**src/rtl/pipe_stage_reg_if.sv**
```systemverilog
`default_nettype none
// +------------------------------------------------------------------+
// | pipe_stage_reg_if : handshake/bus bundle for a pipeline stage reg |
// | Rev 1.0                                                          |
// +------------------------------------------------------------------+
interface pipe_stage_reg_if #(
  parameter int CTRL_W = 11,
  parameter int DATA_W = 160,
  parameter int CNT_W  = 16
);
  logic              in_valid;
  logic [CTRL_W-1:0] in_ctrl;
  logic [DATA_W-1:0] in_data;
  logic              stall;
  logic              flush;
  logic              cnt_clr;
  logic              in_ready;
  logic              out_valid;
  logic [CTRL_W-1:0] out_ctrl;
  logic [DATA_W-1:0] out_data;
  logic [CNT_W-1:0]  stall_cnt;
  logic [CNT_W-1:0]  flush_cnt;
  logic [CNT_W-1:0]  bubble_cnt;

  modport master (
    output in_valid, in_ctrl, in_data, stall, flush, cnt_clr,
    input  in_ready, out_valid, out_ctrl, out_data,
           stall_cnt, flush_cnt, bubble_cnt
  );

  modport slave (
    input  in_valid, in_ctrl, in_data, stall, flush, cnt_clr,
    output in_ready, out_valid, out_ctrl, out_data,
           stall_cnt, flush_cnt, bubble_cnt
  );
endinterface
`default_nettype wire

```
**src/rtl/pipe_stage_reg.sv**
```systemverilog
`default_nettype none
// +------------------------------------------------------------------+
// | pipe_stage_reg : stage register with stall/flush and perf counts |
// | Rev 1.0                                                          |
// +------------------------------------------------------------------+
module pipe_stage_reg #(
  parameter int CTRL_W     = 11,
  parameter int DATA_W     = 160,
  parameter int CNT_W      = 16,
  parameter int FLUSH_DATA = 0
) (
  input  logic CLK,
  input  logic RESET,
  pipe_stage_reg_if.slave stg
);

  logic              r_valid;
  logic [CTRL_W-1:0] r_ctrl;
  logic [DATA_W-1:0] r_data;
  logic [CNT_W-1:0]  r_stall_cnt;
  logic [CNT_W-1:0]  r_flush_cnt;
  logic [CNT_W-1:0]  r_bubble_cnt;

  assign stg.in_ready   = ~stg.stall | stg.flush;
  assign stg.out_valid  = r_valid;
  assign stg.out_ctrl   = r_ctrl;
  assign stg.out_data   = r_data;
  assign stg.stall_cnt  = r_stall_cnt;
  assign stg.flush_cnt  = r_flush_cnt;
  assign stg.bubble_cnt = r_bubble_cnt;

  // Bubbles always carry a zero control field so downstream enables stay off.
  always_ff @(posedge CLK or posedge RESET) begin
    if (RESET) begin
      r_valid <= 1'b0;
      r_ctrl  <= '0;
      r_data  <= '0;
    end else if (stg.flush) begin
      r_valid <= 1'b0;
      r_ctrl  <= '0;
      if (FLUSH_DATA != 0)
        r_data <= '0;
    end else if (!stg.stall) begin
      r_valid <= stg.in_valid;
      r_ctrl  <= stg.in_valid ? stg.in_ctrl : '0;
      r_data  <= stg.in_data;
    end
  end

  always_ff @(posedge CLK or posedge RESET) begin
    if (RESET) begin
      r_stall_cnt  <= '0;
      r_flush_cnt  <= '0;
      r_bubble_cnt <= '0;
    end else if (stg.cnt_clr) begin
      r_stall_cnt  <= '0;
      r_flush_cnt  <= '0;
      r_bubble_cnt <= '0;
    end else if (stg.flush) begin
      if (!(&r_flush_cnt))
        r_flush_cnt <= r_flush_cnt + CNT_W'(1);
    end else if (stg.stall) begin
      if (!(&r_stall_cnt))
        r_stall_cnt <= r_stall_cnt + CNT_W'(1);
    end else if (!stg.in_valid) begin
      if (!(&r_bubble_cnt))
        r_bubble_cnt <= r_bubble_cnt + CNT_W'(1);
    end
  end

endmodule
`default_nettype wire

```
**src/flat_wrapper.sv**
```systemverilog
// flat-port wrapper written by rule: the top's interface ports become plain ports
module pipe_stage_reg_flat 
#(
  parameter int CTRL_W     = 11,
  parameter int DATA_W     = 160,
  parameter int CNT_W      = 16,
  parameter int FLUSH_DATA = 0
)
  (CLK, RESET, stg_in_valid, stg_in_ctrl, stg_in_data, stg_stall, stg_flush, stg_cnt_clr, stg_in_ready, stg_out_valid, stg_out_ctrl, stg_out_data, stg_stall_cnt, stg_flush_cnt, stg_bubble_cnt);
  pipe_stage_reg_if #(.CTRL_W(CTRL_W), .DATA_W(DATA_W), .CNT_W(CNT_W)) stg_i ();
  input  logic CLK;
  input  logic RESET;
  input wire logic [$bits(stg_i.in_valid)-1:0] stg_in_valid;
  input wire logic [$bits(stg_i.in_ctrl)-1:0] stg_in_ctrl;
  input wire logic [$bits(stg_i.in_data)-1:0] stg_in_data;
  input wire logic [$bits(stg_i.stall)-1:0] stg_stall;
  input wire logic [$bits(stg_i.flush)-1:0] stg_flush;
  input wire logic [$bits(stg_i.cnt_clr)-1:0] stg_cnt_clr;
  output wire logic [$bits(stg_i.in_ready)-1:0] stg_in_ready;
  output wire logic [$bits(stg_i.out_valid)-1:0] stg_out_valid;
  output wire logic [$bits(stg_i.out_ctrl)-1:0] stg_out_ctrl;
  output wire logic [$bits(stg_i.out_data)-1:0] stg_out_data;
  output wire logic [$bits(stg_i.stall_cnt)-1:0] stg_stall_cnt;
  output wire logic [$bits(stg_i.flush_cnt)-1:0] stg_flush_cnt;
  output wire logic [$bits(stg_i.bubble_cnt)-1:0] stg_bubble_cnt;
  assign stg_i.in_valid = stg_in_valid;
  assign stg_i.in_ctrl = stg_in_ctrl;
  assign stg_i.in_data = stg_in_data;
  assign stg_i.stall = stg_stall;
  assign stg_i.flush = stg_flush;
  assign stg_i.cnt_clr = stg_cnt_clr;
  assign stg_in_ready = stg_i.in_ready;
  assign stg_out_valid = stg_i.out_valid;
  assign stg_out_ctrl = stg_i.out_ctrl;
  assign stg_out_data = stg_i.out_data;
  assign stg_stall_cnt = stg_i.stall_cnt;
  assign stg_flush_cnt = stg_i.flush_cnt;
  assign stg_bubble_cnt = stg_i.bubble_cnt;
  pipe_stage_reg #(.CTRL_W(CTRL_W), .DATA_W(DATA_W), .CNT_W(CNT_W), .FLUSH_DATA(FLUSH_DATA)) u_core (.CLK(CLK), .RESET(RESET), .stg(stg_i));
endmodule
```
**config.mk**
```make
export PLATFORM = sky130hd
export DESIGN_NAME = pipe_stage_reg_flat
export DESIGN_NICKNAME = d
export VERILOG_FILES = /design/src/rtl/pipe_stage_reg_if.sv /design/src/rtl/pipe_stage_reg.sv /design/src/flat_wrapper.sv
export SDC_FILE = /design/constraint.sdc
export NUM_CORES = 1
export LEC_CHECK = 0
export CAP_MARGIN = 5
export CORE_ASPECT_RATIO = 0.5
export CORE_MARGIN = 2
export CORE_UTILIZATION = 45
export CTS_CLUSTER_DIAMETER = 30
export CTS_CLUSTER_SIZE = 8
export DETAILED_ROUTE_END_ITERATION = 10
export PLACE_DENSITY = 0.85
export REMOVE_ABC_BUFFERS = 1
export SYNTH_ARGS = -nofsm -noshare
export SYNTH_HDL_FRONTEND = slang
export SYNTH_SLANG_ARGS = --single-unit
export TNS_END_PERCENT = 20
```
**constraint.sdc**
```tcl
create_clock -name CLK -period 21.4 [get_ports CLK]
set_input_delay 3.21 -clock CLK [delete_from_list [all_inputs] [get_ports CLK]]
set_output_delay 3.21 -clock CLK [all_outputs]
set_load 0.05 [all_outputs]
```
==> impl_metrics.csv, run 1 <==
group,metric,value,unit
synth,synth_warnings,0,
clock_network,cts_resized,0,
pwr,p_sw,0.444,mW
global_routing,grt_pass1_vias,7389,
drt,routed_wl,26700,µm
clock_network,clock_sink_count,220,
sta,hold_ws,0.499,ns
pwr,power,1.39,mW
global_routing,grt_use_total,25.0,%
min_path,worstHoldPathType,"flop to flop",
final_layout,n_fill_cell,1323,
sta,finClkSkew,0.0131,ns
final_layout,regArea,5510,µm²
setup_path,crit_chain,"clkdlybuf4s50_1 -> nand2b_1 -> clkdlybuf4s50_1",
setup_path,r2r-start,"u_core.stg.stall_cnt[0]",
clock_network,numCtsBuffers,36,
drt,wl_per_cell,19.6,µm
global_routing,grt_max_degree,88,
final_layout,fin_area,14300,µm²
clock_network,htreeDepth,2,
pwr,p_clk_share,37.9,%
sta,clock.fmax,114,MHz
drt,ant_nets,0,
outcome,status,"complete, no violations",
pwr,leakage,5.86,nW
clock_network,cts.clk_slew.worst_paths,0.04,ns
clock_network,clock_latency,0.49,ns
pwr,p_comb_share,26.9,%
synth,synth_area_leaders,"dfrtp_1 (61%), mux2_2 (20%), nor2_1 (2.7%), xnor2_1 (1.7%), xor2_1 (1.5%)",
die,chipWidth,204,µm
clock_network,cts_setup_buffers,0,
synth,netlist_instances,672,
final_layout,diodes,0,
sta,final_hold_viol_count,0,
setup_path,slowest_stage,"clkdlybuf4s50_1",
synth,synth_area,8990,µm²
final_layout,drive_above_1_share,20.3,%
global_routing,grt_pass1_wl,41400,µm
synth,ys.flop_type,"dfrtp_1",
clock_network,cts_hold_buf,0,
sta,maxSlewViolCount,0,
synth,ys_seq_area_share,61.2,%
sta,tightestPinTransition,1.03,ns
sta,setup_viol,0,
final_layout,area_growth,58.9,%
setup_path,path_delay_family,"buffers and inverters",
pwr,ir_drop,50.5,µV
pwr,p_sw_share,31.8,%
synth,yosys.area.top_type,"dfrtp_1",
setup_path,cp.required,18.19,ns
synth,synth_edf_count,0,
placement,hpwl,19000,µm
pwr,cellPowerDensity,97.5,nW/µm²
setup_path,path_max_fanout,23,
sta,rsz0062_at_grt,"false",
setup_path,max_stage_delay,1.07,ns
synth,synth_cell_type_count,42,
final_layout,final_util,73.1,%
run,drv_cap,0,
drt,drc,0,
global_routing,grt-ovfl-total,0,
setup_path,arrival,5.60,ns
setup_path,cp-end-kind,"output pin",
synth,netlist.area_leader.share,61.2,%
global_routing,antenna_found_initial,0,
final_layout,final_common_cell,"clkdlybuf4s50_1",
placement,numPortBuffers,397,
sta,slew_headroom,31.5,%
setup_path,critPathMostFrequentCell,"clkdlybuf4s50_1",
die,rows,36,
final_layout,nets,1262,
synth,ys_ff_latch,220,
die,start_util,46.0,%
placement,place_area,13200,µm²
sta,finalSetupTns,0,ns
synth,syn_avg_cell_area,13.4,µm²
drt,avgViaCountPerCell,5.15,
pwr,internal_power,0.950,mW
sta,fin_crit_sh,41.2,%
die,die_y,104,µm
setup_path,startpoint,"stg_flush",
die,io_pins,398,
drt,dr.pass1.iters,4,
clock_network,clockBufferDepth,3,
sta,timing.final.crit_period,8.81,ns
min_path,min-delay-start,"u_core.stg.out_data[107]",
setup_path,crit_type,"primary input to output pin",
setup_path,cp-start-kind,"primary input",
drt,drt_iter0_markers,370,
drt,vias,7006,
die,die_area,21200,µm²
die,placeableCoreArea,19500,µm²
placement,gp_congestion,0.895,
final_layout,multi_input_area,3330,µm²
synth,async_flop_share,100,%
pwr,power_frac_seq,35.2,%
setup_path,path_buf_inv,2,
clock_network,cts_tree,"built",
final_layout,mostFrequentLayoutCells,"clkdlybuf4s50_1 (397), dfrtp_1 (220), mux2_2 (161)",
clock_network,cts_root_buf,"clkbuf_16",
==> power groups by stage <==
stage / Sequential [mW] / Clock, mW / Combinational (mW)
4_1_cts: 0.491 / 0.539 / 0.378
2_1_floorplan: 0.658 / 0 / 0.0635
3_5_place_dp: 0.496 / 0 / 0.376
6_report: 0.490 / 0.528 / 0.375
5_1_grt: 0.496 / 0.561 / 0.388
3_3_place_gp: 0.492 / 0 / 0.371
==> synthesized netlist by cell type (3+ instances only) <==
library cell  instances
mux2_2              161
inv_1                 5
a21oi_1              22
nand3_1              19
ha_1                  3
clkbuf_1              9
dfrtp_1             220
nand4_1              11
and3_1                8
or3_1                 4
o21ai_0               9
nor2_1               65
nand2_1              26
nor3_1                8
buf_2                21
xnor2_1              17
xor2_1               15
nor4_1                5
and4_1               10
==> routing by layer <==
layer  vias up  global-route usage [%]  part of all wire (%)
met3        80                    6.61                   5.8
li1       3209                       -                     -
met5         -                       0                     0
met1      3487                    28.6                    39
met2       230                    44.3                    52
met4         0                    10.5                   4.1
==> worst paths after layout <==
check | to | slack (ns) | cells after the start
max in group asynchronous | u_core.stg.out_data[47] | 16.84 | 3
worst min register to register | u_core.stg.out_data[107] | 0.50 | 1
worst min-delay path | u_core.stg.out_data[107] | 0.50 | 1
worst max register to register | u_core.stg.stall_cnt[10] | 19.36 | 6
worst max-delay path | stg_in_ready | 12.59 | 3
min in group asynchronous | u_core.stg.out_data[116] | 3.21 | 2
==> flip-flops by register name (all words and copies together) (netlist names) <==
register	count
u_core.stg.flush_cnt	16
u_core.stg.bubble_cnt	16
u_core.stg.stall_cnt	16
u_core.stg.out_data	160
u_core.stg.out_valid	1
u_core.stg.out_ctrl	11
==> cell type report <==
cell class / instances / area share, %
Sequential cell: 220 / 38.5
Timing Repair Buffer: 403 / 28.1
Multi-Input combinational cell: 416 / 23.3
Clock buffer: 45 / 6.89
Tap cell: 266 / 2.33
Clock inverter: 6 / 0.665
Inverter: 5 / 0.184
==> through the flow <==
step                      worst slack (ns)  cells
after floorplan                      10.58    641
after global placement               12.63   1310
after detailed placement             12.60   1310
after CTS                            12.59   1361
after global routing                 12.51   1361
final                                12.59   1361
==> kinds of logic after synthesis <==
| family | count (synthesis) | synth area share, % |
|---|---|---|
| DFF | 220 | 61.2 |
| and+or+nand+nor | 175 | 10.3 |
| muxes | 163 | 20.4 |
| AOI/OAI and AO/OA | 43 | 2.73 |
| buffers and inverters | 36 | 1.88 |
| xor gates and xnor gates | 32 | 3.12 |
| adders and majority gates | 3 | 0.417 |
Note: power is estimated with default switching activity, not from simulation.
==> run 2, diff against run 1 <==
CORE_UTILIZATION = 42   (was 45)
PLACE_DENSITY = 0.8   (was 0.85)
clock period = 8.95 ns   (was 21.4 ns; I/O delays follow)
==> impl_metrics.csv, run 2 (synthesized netlist as in run 1, its figures left out) <==
group,metric,value,unit
outcome,status,"complete, no violations",
final_layout,fin_area,14300,µm²
global_routing,antenna_found_initial,0,
placement,hpwl,19000,µm
sta,rsz0062_at_grt,"false",
sta,clock.fmax,197,MHz
die,die_y,107,µm
drt,dr.pass1.iters,4,
drt,routed_wl,26100,µm
final_layout,n_fill_cell,1510,
sta,tightestPinTransition,1.10,ns
die,placeableCoreArea,20800,µm²
clock_network,cts_hold_buf,0,
drt,drc,0,
drt,wl_met3,1320,µm
setup_path,cp.required,7.61,ns
clock_network,numCtsBuffers,36,
global_routing,grt_pass1_vias,7251,
drt,avgViaCountPerCell,5.08,
final_layout,largest_reg_flops,160,
clock_network,htreeDepth,2,
pwr,ir_drop,115,µV
clock_network,clockBufferDepth,3,
clock_network,clock_sink_count,220,
clock_network,cts_setup_buffers,0,
sta,slew_headroom,26.7,%
placement,place_area,13200,µm²
global_routing,grt-ovfl-total,0,
drt,wl_per_cell,19.1,µm
die,chipWidth,211,µm
sta,final_hold_viol_count,0,
drt,route.met2.wl,13500,µm
setup_path,arrival,3.73,ns
clock_network,cts.clk_slew.worst_paths,0.05,ns
drt,wl_met1,10400,µm
setup_path,path_max_fanout,23,
drt,topRoutingLayerUsed,"met4",
die,die_area,22700,µm²
pwr,cellPowerDensity,231,nW/µm²
placement,gp_congestion,0.904,
global_routing,grt_use_total,22.7,%
die,io_pins,398,
placement,numPortBuffers,397,
drt,drt_iter0_markers,419,
final_layout,drive_above_1_share,20.2,%
global_routing,grt_max_degree,93,
clock_network,cts_root_buf,"clkbuf_16",
drt,vias,6933,
setup_path,crit_type,"primary input to output pin",
final_layout,mostFrequentLayoutCells,"clkdlybuf4s50_1 (397), dfrtp_1 (220), mux2_2 (161)",
sta,fin_crit_sh,56.7,%
sta,maxSlewViolCount,0,
clock_network,cts_resized,0,
die,start_util,43.3,%
setup_path,cp-start-kind,"primary input",
final_layout,diodes,0,
global_routing,grt_pass1_wl,39800,µm
clock_network,clock_latency,0.50,ns
final_layout,final_cells,1366,
sta,timing.final.crit_period,5.07,ns
drt,ant_nets,0,
sta,finClkSkew,0.00571,ns
pwr,leakage,5.84,nW
final_layout,final_util,68.6,%
sta,setup_viol,0,
setup_path,cp-end-kind,"output pin",
final_layout,nets,1262,
die,rows,37,
clock_network,cts_tree,"built",
final_layout,final_common_cell,"clkdlybuf4s50_1",
min_path,worstHoldPathType,"flop to flop",
placement,dp.cells,1317,
run,drv_cap,0,
final_layout,area_growth,58.5,%
run 2: routing by layer:
metal	up-vias	global-route usage, %
li1	3199	-
met5	-	0
met2	190	40.5
met1	3469	26.6
met3	75	5.75
met4	0	9.00
run 2: path summary, 6_finish.rpt:
path / slack, ns / cells past startpoint / to / from
hold reg to reg: 0.50 / 1 / u_core.stg.out_data[89] / u_core.stg.out_data[89]
min in group asynchronous: 1.37 / 2 / u_core.stg.out_data[63] / RESET
setup / recovery: 3.88 / 3 / stg_in_ready / stg_flush
max in group asynchronous: 6.20 / 3 / u_core.stg.out_data[45] / RESET
hold / removal: 0.50 / 1 / u_core.stg.out_data[89] / u_core.stg.out_data[89]
setup reg to reg: 6.96 / 6 / u_core.stg.stall_cnt[7] / u_core.stg.stall_cnt[0]
run 2: metrics by stage:
stage,TNS [ns],power (mW),setup WS (ns),hold WS [ns]
after floorplan,-0.293,1.73,-0.00183,0.774
after global placement,0,2.07,3.91,0.488
after detailed placement,0,2.08,3.90,0.495
after CTS,0,3.32,3.89,0.504
after global routing,0,3.41,3.76,0.508
final,0,3.29,3.88,0.499
run 2: final cells by class:
| cell class | instances | area (µm²) | share of cell area [%] |
|---|---|---|---|
| Multi-Input combinational cell | 416 | 3330 | 23.3 |
| Sequential cell | 220 | 5510 | 38.6 |
| Inverter | 5 | 26.3 | 0.184 |
| Clock inverter | 7 | 73.8 | 0.518 |
| Timing Repair Buffer | 403 | 4020 | 28.2 |
| Tap cell | 273 | 342 | 2.40 |
| Clock buffer | 42 | 965 | 6.77 |
run 2: critical path: stages:
cell,delay (ns)
clkdlybuf4s50_1,1.04
nand2b_1,0.43
clkdlybuf4s50_1,0.91
run 2: where the power goes:
part,total (mW),internal (mW),switching (mW)
sequential,1.17,1.11,0.0603
combinational,0.897,0.343,0.553
clock,1.22,0.782,0.442
==> edit: new RTL, flow settings as in run 2 <==
Make the reset (`RESET`) synchronous in 2 clocked blocks.
--- a/src/rtl/pipe_stage_reg.sv
+++ b/src/rtl/pipe_stage_reg.sv
@@ -32,3 +32,3 @@
   // Bubbles always carry a zero control field so downstream enables stay off.
-  always_ff @(posedge CLK or posedge RESET) begin
+  always_ff @(posedge CLK) begin
     if (RESET) begin
@@ -49,3 +49,3 @@
 
-  always_ff @(posedge CLK or posedge RESET) begin
+  always_ff @(posedge CLK) begin
     if (RESET) begin
Behaviour: differs if RESET is asserted again (counterexample within 4 cycles, from zero or initial values and one cycle with RESET high); with RESET held inactive, the same outputs for 4 cycles.
==> edit against run 2 <==
- setup slack better by 340 ps
- design area is 5.3% lower
- sequential share of layout area fell by 6.0 points
- via count grew 30%
- hold slack worse by 48 ps
- highest routed layer unchanged
- synthesized cell count is 56% higher
- area after synthesis decreased by 7.4%
- non-clock buffer count increased by 1
- clock skew increased by 3.8 ps
- final cell count up 24%
- routed wire length grew 7.5%
- sequential cell count stayed put
Power is not compared: it rests on default switching activity, and its combinational part moved more than twofold at a synthesized area within 25%.
==> edit: results (changes against run 2) <==
yosys:
  synthMuxAreaShare_pct: 0.601  # was 20.4%
  synthCells: 1045  # was 672
  ys_seq_area_share_pct: 52.9  # was 61.2%
  yosys-top-cells-count: "341 x nand2_1, 220 x dfxtp_1, 194 x a21oi_1"  # was 220 x dfrtp_1, 161 x mux2_2, 65 x nor2_1
  synth_compound_area_share_pct: 16.8  # was 2.73%
  synth_adder_area_share_pct: 0.451  # was 0.417%
  synthArstFlopShare_pct: 0  # was 100%
setup_path:
  path_max_fanout: 17  # was 23
  r2r-start: "u_core.stg.flush_cnt[0]"  # was u_core.stg.stall_cnt[0]
  r2r_cells: 5  # was 6
  rr_endpoint: "u_core.stg.flush_cnt[12]"  # was u_core.stg.stall_cnt[7]
  slowest_delay_ps: 810  # was 1040 ps
  critical_path_arrival_ps: 3390  # was 3730 ps
  r2r_slack_ps: 6730  # was 6960 ps
route:
  routed_wl_um: 28100  # was 26100 µm
  via_per_inst: 5.29  # was 5.08
  drt_first_pass_iters: 7  # was 4
  drt_iter0_drc: 684  # was 419
clock_tree:
  htreeDepth: 2  # unchanged
  cts-buffers-inserted: 36  # unchanged
min_path:
  hold_end: "u_core.stg.out_data[2]"  # was u_core.stg.out_data[89]
  holdCritStartpoint: "u_core.stg.out_data[2]"  # was u_core.stg.out_data[89]
  whs_path_depth: 2  # was 1
placed_design:
  dp_hpwl_um: 19700  # was 19000 µm
  place_congestion: 0.872  # was 0.904
  dp.cells: 1646  # was 1317
global_route:
  grt_pass1_vias: 8610  # was 7251
  grt_pass1_wl_um: 44500  # was 39800 µm
  grt_max_degree: 85  # was 93
  grt_use_total_pct: 25.7  # was 22.7%
sta:
  clock_skew_ps: 9.50  # was 5.71 ps
  slew_headroom_pct: 33.1  # was 26.7%
  hold_slack_ps: 451  # was 499 ps
layout:
  drive_above_1_share_pct: 4.54  # was 20.2%
  stdcell_count: 1698  # was 1366
run_status:
  status: "finished, final reports clean"  # unchanged
## edit: cell types whose count changed after synthesis, moves of 39 or more
cell | before | now
dfrtp_1 | 220 | 0
a21oi_1 | 22 | 194
clkbuf_1 | 9 | 66
nor2_1 | 65 | 26
mux2_2 | 161 | 0
nand2_1 | 26 | 341
dfxtp_1 | 0 | 220
## edit: worst max path at each step
stage	start	slack, ps	cells after the start	end
finish	stg_stall	4210	4	stg_in_ready
global route	stg_stall	4130	4	stg_in_ready
CTS	stg_stall	4220	4	stg_in_ready
detailed placement	stg_stall	4210	4	stg_in_ready
global placement	stg_stall	4240	4	stg_in_ready
floorplan	stg_flush	2390	3	u_core.stg.out_data[0]
## edit: logic make-up (layout without fill, tap and decap cells)
| logic type | Yosys count | count (layout) |
|---|---|---|
| compound gates | 256 | 256 |
| xor+xnor | 2 | 2 |
| fa+ha+maj | 3 | 3 |
| buf+inv | 80 | 467 |
| flops | 220 | 220 |
| mux | 5 | 5 |
| simple gates | 479 | 479 |
## edit: area by class of cell
| class | count | area [µm²] |
|---|---|---|
| multi-input cells | 745 | 3620 |
| fillers | 1534 | 5960 |
| repair buffers | 404 | 4020 |
| inverters | 11 | 41.3 |
| clock buffers | 45 | 986 |
| well taps | 266 | 333 |
| clock inverters | 7 | 92.6 |
| flip-flops and latches | 220 | 4400 |
## edit: worst max-delay path: cells and delay by family
family                 cells  cell delay [ps]
buffers and inverters      3             1640
AND/OR/NAND/NOR            1              410
## edit: metrics by stage
stage	setup WS, ps	cell area, µm²	power [W]
floorplan	2390	8050	0.00124
global route	4130	13500	0.00277
global placement	4240	12400	0.00142
CTS	4220	13500	0.00270
detailed placement	4210	12400	0.00143
finish	4210	13500	0.00267
## edit: routing by layer
metal  routed length [µm]  track usage, %
met5                    0               0
met4                 1200            10.7
met3                 1800            6.07
met2                13800            43.6
met1                11300            31.5
## edit: power groups by stage
stage | registers (W) | logic (W) | clock network, W
floorplan | 0.00117 | 0.0000680 | 0
global placement | 0.00105 | 0.000365 | 0
detailed placement | 0.00106 | 0.000370 | 0
CTS | 0.00104 | 0.000372 | 0.00129
global route | 0.00104 | 0.000390 | 0.00134
finish | 0.00104 | 0.000371 | 0.00126
